<file path="src/rtl/crc32_frame_ctrl.sv">
// crc32_frame_ctrl: frame sequencer for a 64-bit-per-cycle reflected CRC-32.
// Full words fold in one cycle. A partial last word is walked one byte per cycle.
// The result is held until the consumer accepts it.
// Optional feature macro: CRC_CHECK_EN adds crc_exp/crc_match compare against an expected CRC.
module crc32_frame_ctrl #(
  parameter logic [31:0] CRC_INIT   = 32'hFFFF_FFFF,
  parameter logic [31:0] CRC_XOROUT = 32'hFFFF_FFFF,
  parameter int unsigned CNT_W      = 16
) (
  input  logic             clk,
  input  logic             rst_n,
  input  logic             s_valid,
  output logic             s_ready,
  input  logic [63:0]      s_data,
  input  logic             s_sof,
  input  logic             s_eof,
  input  logic [3:0]       s_bytes,
  output logic             crc_valid,
  input  logic             crc_ready,
  output logic [31:0]      crc_out,
  output logic [CNT_W-1:0] beat_cnt,
  output logic             frame_err
`ifdef CRC_CHECK_EN
  ,
  input  logic [31:0]      crc_exp,
  output logic             crc_match
`endif
);

  localparam int unsigned CRC_W   = 32;
  localparam int unsigned DATA_W  = 64;
  localparam int unsigned TAIL_W  = 3;
  localparam logic [CRC_W-1:0] POLY_REF = 32'hEDB8_8320;

  typedef enum logic [1:0] {ST_IDLE, ST_RUN, ST_TAIL, ST_DONE} state_t;

  state_t              r_state, w_state_nxt;
  logic [CRC_W-1:0]    r_crc, w_crc_nxt;
  logic [DATA_W-1:0]   r_tail_word, w_tail_word_nxt;
  logic [TAIL_W-1:0]   r_tail_left, w_tail_left_nxt;
  logic                r_crc_valid, w_valid_nxt;
  logic [CRC_W-1:0]    r_crc_out, w_out_nxt;
  logic [CNT_W-1:0]    r_beat_cnt, w_cnt_nxt;
  logic                r_frame_err, w_err_nxt;
`ifdef CRC_CHECK_EN
  logic [CRC_W-1:0]    r_crc_exp, w_exp_nxt;
  logic                r_crc_match, w_match_nxt;
`endif

  logic                w_fire;
  logic [3:0]          w_eff_n;
  logic [CRC_W-1:0]    w_base;
  logic [CRC_W-1:0]    w_word_crc;
  logic [CRC_W-1:0]    w_byte_crc;
  logic [CNT_W-1:0]    w_cnt_inc;

  // One reflected CRC-32 byte step, bits consumed LSB first.
  function automatic logic [CRC_W-1:0] crc_byte(input logic [CRC_W-1:0] c, input logic [7:0] b);
    logic [CRC_W-1:0] r;
    r = c ^ {24'h00_0000, b};
    for (int i = 0; i < 8; i++) begin
      r = r[0] ? ((r >> 1) ^ POLY_REF) : (r >> 1);
    end
    return r;
  endfunction

  // Full-word step: eight byte steps, byte 0 first.
  function automatic logic [CRC_W-1:0] crc_word(input logic [CRC_W-1:0] c, input logic [DATA_W-1:0] d);
    logic [CRC_W-1:0] r;
    r = c;
    for (int k = 0; k < 8; k++) begin
      r = crc_byte(r, d[8*k +: 8]);
    end
    return r;
  endfunction

  assign s_ready    = (r_state == ST_IDLE) || (r_state == ST_RUN);
  assign w_fire     = s_valid && s_ready;
  assign w_eff_n    = ((s_bytes == 4'd0) || (s_bytes > 4'd8)) ? 4'd8 : s_bytes;
  assign w_base     = s_sof ? CRC_INIT : r_crc;
  assign w_word_crc = crc_word(w_base, s_data);
  assign w_byte_crc = crc_byte(r_crc, r_tail_word[7:0]);
  assign w_cnt_inc  = (&r_beat_cnt) ? r_beat_cnt : (r_beat_cnt + CNT_W'(1));

  assign crc_valid = r_crc_valid;
  assign crc_out   = r_crc_out;
  assign beat_cnt  = r_beat_cnt;
  assign frame_err = r_frame_err;
`ifdef CRC_CHECK_EN
  assign crc_match = r_crc_match;
`endif

  // State register.
  always_ff @(posedge clk or negedge rst_n) begin
    if (!rst_n) r_state <= ST_IDLE;
    else        r_state <= w_state_nxt;
  end

  // Next-state and next-value logic for the frame datapath.
  always_comb begin
    w_state_nxt     = r_state;
    w_crc_nxt       = r_crc;
    w_tail_word_nxt = r_tail_word;
    w_tail_left_nxt = r_tail_left;
    w_valid_nxt     = r_crc_valid;
    w_out_nxt       = r_crc_out;
    w_cnt_nxt       = r_beat_cnt;
    w_err_nxt       = 1'b0;
`ifdef CRC_CHECK_EN
    w_exp_nxt       = r_crc_exp;
    w_match_nxt     = r_crc_match;
`endif
    case (r_state)
      ST_IDLE, ST_RUN: begin
        if (w_fire) begin
          if (!s_sof && (r_state == ST_IDLE)) begin
            // Orphan beat: drop it, flag it, keep crc and count.
            w_err_nxt = 1'b1;
          end else begin
            w_err_nxt = s_sof && (r_state == ST_RUN);
            w_cnt_nxt = s_sof ? CNT_W'(1) : w_cnt_inc;
            if (!s_eof) begin
              w_crc_nxt   = w_word_crc;
              w_state_nxt = ST_RUN;
            end else begin
`ifdef CRC_CHECK_EN
              w_exp_nxt = crc_exp;
`endif
              if (w_eff_n == 4'd8) begin
                w_crc_nxt   = w_word_crc;
                w_out_nxt   = w_word_crc ^ CRC_XOROUT;
                w_valid_nxt = 1'b1;
                w_state_nxt = ST_DONE;
`ifdef CRC_CHECK_EN
                w_match_nxt = ((w_word_crc ^ CRC_XOROUT) == crc_exp);
`endif
              end else begin
                w_crc_nxt       = w_base;
                w_tail_word_nxt = s_data;
                w_tail_left_nxt = w_eff_n[TAIL_W-1:0];
                w_state_nxt     = ST_TAIL;
              end
            end
          end
        end
      end
      ST_TAIL: begin
        w_crc_nxt       = w_byte_crc;
        w_tail_word_nxt = {8'h00, r_tail_word[DATA_W-1:8]};
        w_tail_left_nxt = r_tail_left - 3'd1;
        if (r_tail_left == 3'd1) begin
          w_out_nxt   = w_byte_crc ^ CRC_XOROUT;
          w_valid_nxt = 1'b1;
          w_state_nxt = ST_DONE;
`ifdef CRC_CHECK_EN
          w_match_nxt = ((w_byte_crc ^ CRC_XOROUT) == r_crc_exp);
`endif
        end
      end
      ST_DONE: begin
        if (crc_ready) begin
          w_valid_nxt = 1'b0;
          w_crc_nxt   = CRC_INIT;
          w_state_nxt = ST_IDLE;
`ifdef CRC_CHECK_EN
          w_match_nxt = 1'b0;
`endif
        end
      end
      default: w_state_nxt = ST_IDLE;
    endcase
  end

  // Datapath and output registers.
  always_ff @(posedge clk or negedge rst_n) begin
    if (!rst_n) begin
      r_crc       <= CRC_INIT;
      r_tail_word <= '0;
      r_tail_left <= '0;
      r_crc_valid <= 1'b0;
      r_crc_out   <= '0;
      r_beat_cnt  <= '0;
      r_frame_err <= 1'b0;
`ifdef CRC_CHECK_EN
      r_crc_exp   <= '0;
      r_crc_match <= 1'b0;
`endif
    end else begin
      r_crc       <= w_crc_nxt;
      r_tail_word <= w_tail_word_nxt;
      r_tail_left <= w_tail_left_nxt;
      r_crc_valid <= w_valid_nxt;
      r_crc_out   <= w_out_nxt;
      r_beat_cnt  <= w_cnt_nxt;
      r_frame_err <= w_err_nxt;
`ifdef CRC_CHECK_EN
      r_crc_exp   <= w_exp_nxt;
      r_crc_match <= w_match_nxt;
`endif
    end
  end

endmodule
</file>
<file path="config.mk">
export PLATFORM = sky130hd
export DESIGN_NAME = crc32_frame_ctrl
export DESIGN_NICKNAME = d
export VERILOG_FILES = /design/src/rtl/crc32_frame_ctrl.sv
export SDC_FILE = /design/constraint.sdc
export NUM_CORES = 1
export LEC_CHECK = 0
export CAP_MARGIN = 10
export CORE_AREA = 10 10 177 179
export DETAILED_ROUTE_END_ITERATION = 10
export DIE_AREA = 0 0 187 189
export MAX_ROUTING_LAYER = met4
export PLACE_DENSITY_LB_ADDON = 0.08
export SYNTH_ARGS = -nofsm -noshare
export SYNTH_HDL_FRONTEND = slang
export SYNTH_SLANG_ARGS = --single-unit
</file>
<file path="constraint.sdc">
create_clock -name clk -period 18.8 [get_ports clk]
set_input_delay 2.82 -clock clk [delete_from_list [all_inputs] [get_ports clk]]
set_output_delay 2.82 -clock clk [all_outputs]
set_load 0.02 [all_outputs]
</file>
After elaboration in Yosys (flattened, before gate mapping)
Cells that the tools add are included.
{ "classes": {"n_addsub": 2, "magnitude_cmp": 1, "eq_ne": 13, "n_mux": 115, "n_bitwise": 84, "reduce_logical": 17} }
{ "op_table": {"columns": ["cell", "n"], "rows": [
  ["$mux 32", 83],
  ["$not 13->14", 72],
  ["$xor 32x8->32", 9],
  ["$mux 64", 4],
  ["$pmux 64 s2", 1],
  ["$pmux 32 s3", 1],
  ["$not 32->32", 2],
  ["$pmux 32 s2", 1],
  ["$mux 16", 2],
  ["$add 16x1->16 const B", 1],
  ["$ne 2x2->1 const B", 8],
  ["$reduce_and 16->1", 1],
  ["$mux 3", 4],
  ["$reduce_and 6->1", 2],
  ["$mux 1", 10],
  ["$mux 2", 5],
  ["$reduce_and 4->1", 2],
  ["$pmux 2 s3", 1],
  ["$pmux 3 s2", 1],
  ["$reduce_and 5->1", 1],
  ["$eq 2x2->1 const B", 2],
  ["$eq 4x4->1 const B", 1],
  ["$gt 4x4->1 const B", 1],
  ["$logic_not 4->1", 1],
  ["other kinds (13)", 16]
]} }
{ "totals": {"regBits": 151, "inputBits": 74, "out_inout_bits": 51, "wordCells": 240} }

Logic depth before layout (Yosys ltp)
{ "depth": {"ltp_word": 143, "depth_mapped": 22, "mapped_depth_nobuf": 17} }

Least setup slack after synthesis
OpenSTA, ideal clock, no wires.
{ "synth_timing": {"kind": "input-to-reg", "start": "in s_data[5]", "end": "reg r_crc[3]", "setup_ps": 85, "t_arrival_ps": 8407, "t_required_ps": 18715, "path_slack_ps": 10309, "path_stages": 17, "path_buffers": 2, "path_cell_list": "buf_4 > xnor2_1 > xnor3_2 > xnor3_2 > xnor3_1 > xor2_1 > xnor3_1 > xnor3_2 > xor3_2 > xnor2_1 > xnor3_1 > buf_6 > xnor3_2 > xnor3_1 > xor2_1 > a2111oi_2 > nor2_1"} }
{ "synth_via": {"elab_chain_cells": 101, "elab_cells_between_ends": 126, "classes_between": "69 x mux; 57 x bitwise"} }
{ "synth_lines": {"columns": ["element", "line", "text"], "rows": [
  ["start: declaration", "14", "input logic [63:0] s_data,"],
  ["$xor 32x8->32 (*)", "60", "r = c ^ {24'h00_0000, b};"],
  ["$mux 32 (*) (6 in a row)", "62", "r = r[0] ? ((r >> 1) ^ POLY_REF) : (r >> 1);"],
  ["$not 13->14 (no line) / $mux 32 (equally long branches)", null, null],
  ["$mux 32 (*)", "62", null],
  ["$not 13->14 (no line) / $mux 32 (equally long branches)", null, null],
  ["$mux 32 (*)", "62", null],
  ["$xor 32x8->32 (*)", "60", null],
  ["$mux 32 (*)", "62", null],
  ["[... 76 more ...]", null, null],
  ["$mux 32 (*) (3 in a row)", "62", null],
  ["$not 13->14 (no line)", null, null],
  ["$mux 32 (*) (3 in a row)", "62", null],
  ["$mux 32", "129", "if (w_eff_n == 4'd8) begin"],
  ["$mux 32 (*)", "122", "if (!s_eof) begin"],
  ["$mux 32 (*)", "116", "if (!s_sof && (r_state == ST_IDLE)) begin"],
  ["$mux 32 (*)", "115", "if (w_fire) begin"],
  ["$pmux 32 s3 (*)", "113", "case (r_state)"],
  ["end signal: assignment", "189", "r_crc <= w_crc_nxt;"],
  ["end: declaration", "38", "logic [CRC_W-1:0] r_crc, w_crc_nxt;"]
]} }
Mark *: on every way between the ends. The rest lies on a longest branch, timed or not. The select of a mux whose other input is x is not followed.
A chain may end at the register's enable or synchronous reset.

Worst setup path after layout
{ "layout_timing": {"start": "in s_sof", "end": "reg r_crc[3]"} }
{ "layout_via": {"elab_chain_cells": 104, "elab_cells_between_ends": 137, "classes_between": "1 x eq/ne; 70 x mux; 63 x bitwise; 3 x reduce/logical"} }
{ "layout_lines": {"columns": ["element", "line", "text"], "rows": [
  ["start: declaration", "15", "input logic s_sof,"],
  ["$mux 32", "80", "assign w_base = s_sof ? CRC_INIT : r_crc;"],
  ["$xor 32x8->32", "60", null],
  ["$mux 32 (4 in a row)", "62", null],
  ["$not 13->14 (no line)", null, null],
  ["$mux 32", "62", null],
  ["$not 13->14 (no line)", null, null],
  ["$mux 32 (2 in a row)", "62", null],
  ["$not 13->14 (no line)", null, null],
  ["[... 80 more ...]", null, null],
  ["$mux 32 (3 in a row)", "62", null],
  ["$not 13->14 (no line)", null, null],
  ["$mux 32 (3 in a row)", "62", null],
  ["$mux 32", "129", null],
  ["$mux 32", "122", null],
  ["$mux 32", "116", null],
  ["$mux 32", "115", null],
  ["$pmux 32 s3", "113", null]
]} }
Several ways; a longest one is shown, not always the timed one. The select of a mux whose other input is x is not followed.

==> flow_summary_export.csv <==
group,metric,value,unit
route,first_iter_violations,1102,
run_status,run_status,"complete, no violations",
grt,first_global_vias,10900,
layout,drive_gt1_share,9.52,%
timing,min_period,9.87,ns
layout,insertedDiodeCount,0,
die,start_util,54.6,%
timing,final-max-slew-violation-count,0,
die,io_pins,125,
clocking,cts_tree,"built",
timing,setup_tns,0,ns
timing,fin_crit_sh,52.5,%
logic_synthesis,avgSynthCellArea,10.3,sq um
layout,fin_nets,1629,
route,dr.pass1.iters,6,
clocking,root_buffer,"clkbuf_16",
logic_synthesis,synth_area_leaders,"dfrtp_1 20%, xnor2_1 19%, xnor3_1 17%",
route,drc,0,
logic_synthesis,synthArstFlopShare,100,%
grt,antenna_found_initial,0,
logic_synthesis,yosysWarnings,0,
clocking,max-clock-path-buffers,2,
clocking,post_cts_buffers,0,
route,wirelength,47.6,mm
logic_synthesis,synth.most_common_cell,"xnor2_1",
logic_synthesis,syn-num-nets,1544,
run,max_cap_violations,0,
worst_setup_path,critPathArrivalTime,10.25,ns
timing,worst_pin_slew,1.13,ns
worst_setup_path,required,19.18,ns
die,core-area,0.0276,sq mm
timing,hold_viol_final,0,
die,die_width,187,um
layout,fin_cells,1943,
route,wl_per_cell,24.5,um
logic_synthesis,synth_edf_count,0,
clocking,clk_latency,0.46,ns
logic_synthesis,ys_top_cells_by_count,"335 x xnor2_1, 190 x nand2_1, 153 x nor2_1",
min_path,hp-class,"reg2reg",
timing,timing.hold.ws,0.474,ns
worst_setup_path,critPathLaunchType,"input port",
clocking,path_clk_slew,0.07,ns
logic_synthesis,ys_ff_latch,151,
logic_synthesis,yosysTopAreaCell,"dfrtp_1",
timing,fmax,101,MHz
clocking,htree_levels,4,
route,vias,10900,
logic_synthesis,netlist_area,0.0151,sq mm
worst_setup_path,cp-end-kind,"register",
timing,relSlewSlack,24.2,%
clocking,cts_buffers,17,
die,row_count,61,
grt,grt_pass1_wl,71.9,mm
place,hpwl,37.2,mm
logic_synthesis,synth.distinct_cells,49,
clocking,cts_sinks,151,
logic_synthesis,synth_cells,1467,
layout,area_growth,13.6,%
logic_synthesis,ys_seq_area_share,25.3,%
timing,clock_skew,0.0178,ns
route,detail-route-antenna-nets,0,
clocking,post_cts_resize_count,0,
place,dpl.cell_count,1911,
grt,grt_use_total,27.8,%
place,place_congestion,0.976,
logic_synthesis,synth_flop_cell,"dfrtp_1",
die,die_y,189,um
timing,setup_viol,0,
logic_synthesis,synth_top_cell_area_share,19.7,%
worst_setup_path,crit_type,"in2reg",
timing,rsz0062_at_grt,"no",
grt,gr-total-overflow,0,
route,vias_per_cell,5.60,
die,die_area,0.0353,sq mm
place,placed_area,0.0166,sq mm
clocking,holdBufCountCts,0,
place,port-buffer-count,124,
layout,stdcell_area,0.0171,sq mm
worst_setup_path,crit_fanout,50,
grt,grt_start_max_net_pins,93,
-- cell families (layout without fill, tap and decap cells) --
group / count (synthesis) / after routing / share of synthesized area (%)
AND/OR/NAND/NOR: 377 / 377 / 9.89
adder cells (fa/ha/maj): 3 / 3 / 0.249
flip-flops: 151 / 151 / 25.3
XOR/XNOR: 640 / 640 / 53.5
AO/OA/AOI/OAI: 212 / 212 / 8.43
buffers and inverters: 84 / 182 / 2.57
-- stage by stage --
stage                     utilization, %  setup slack (ns)
after floorplan                        -             10.31
after global placement              60.0              8.65
after detailed placement            60.0              8.55
after CTS                           62.0              9.00
after global routing                62.0              8.69
final                               62.0              8.93
-- worst max-delay path, cell delays in order --
cell and delay [ns]:
buf_2 0.72, nor2_1 0.19, xnor2_2 0.58, xnor3_1 0.58
xnor2_1 0.47, xnor3_1 0.67, xor2_2 0.24, xnor2_4 0.27
xor2_1 0.40, xnor3_1 0.66, xnor3_1 0.80, xnor3_2 0.62
xnor3_1 0.48, xor2_1 0.21, a2111oi_2 0.42, nor2_1 0.07
-- metal layers --
layer,share of wire (%),track usage [%]
met5,0,-
met4,2.3,8.31
met3,6.0,4.12
met2,46,42.1
met1,45,38.0
-- sequential cells by signal, indices dropped and copies added (netlist names) --
name and flops:
beat_cnt 16, crc_out 32, crc_valid 1, frame_err 1
r_crc 32, r_state 2, r_tail_left 3, r_tail_word 64
-- final timing paths --
path	from	end	slack [ns]	cells after the start
hold reg to reg	crc_out[28]$_DFFE_PN0P_	crc_out[28]$_DFFE_PN0P_	0.47	2
setup reg to reg	r_crc[5]$_DFFE_PN1P_	r_crc[3]$_DFFE_PN1P_	11.30	16
max in group asynchronous	rst_n	r_tail_word[10]$_DFFE_PN0P_	14.91	2
hold / removal	crc_out[28]$_DFFE_PN0P_	crc_out[28]$_DFFE_PN0P_	0.47	2
setup / recovery	s_sof	r_crc[3]$_DFFE_PN1P_	8.93	16
min in group asynchronous	rst_n	r_tail_word[37]$_DFFE_PN0P_	2.44	1
-- area by class of cell --
class | count | area, sq um
Clock buffer | 17 | 425
Clock inverter | 15 | 134
Fill cell | 2389 | 10500
Inverter | 11 | 41.3
Multi-Input combinational cell | 1232 | 10900
Sequential cell | 151 | 3820
Tap cell | 378 | 473
Timing Repair Buffer | 139 | 1350
-- placed cells by master (no fill, tap or decap), types with 7 or more instances in the layout --
master,Yosys,routed
dfrtp_1,119,119
xnor3_2,14,14
nor2_1,153,152
dfstp_2,32,32
xor2_1,120,120
xnor3_1,114,114
clkbuf_16,0,17
nor3_1,9,9
xnor2_4,8,8
buf_4,9,15
xor2_2,12,12
o22ai_1,7,7
clkdlybuf4s50_1,0,122
nand2_1,190,190
a32o_1,8,8
o21ai_0,56,56
a31oi_1,70,70
xnor2_1,335,335
xnor2_2,16,16
inv_1,10,10
xor3_1,13,13
a21oi_1,50,50
Power is not shown: default switching activity piles up to over one toggle a cycle in this logic, so the estimate is an artifact.
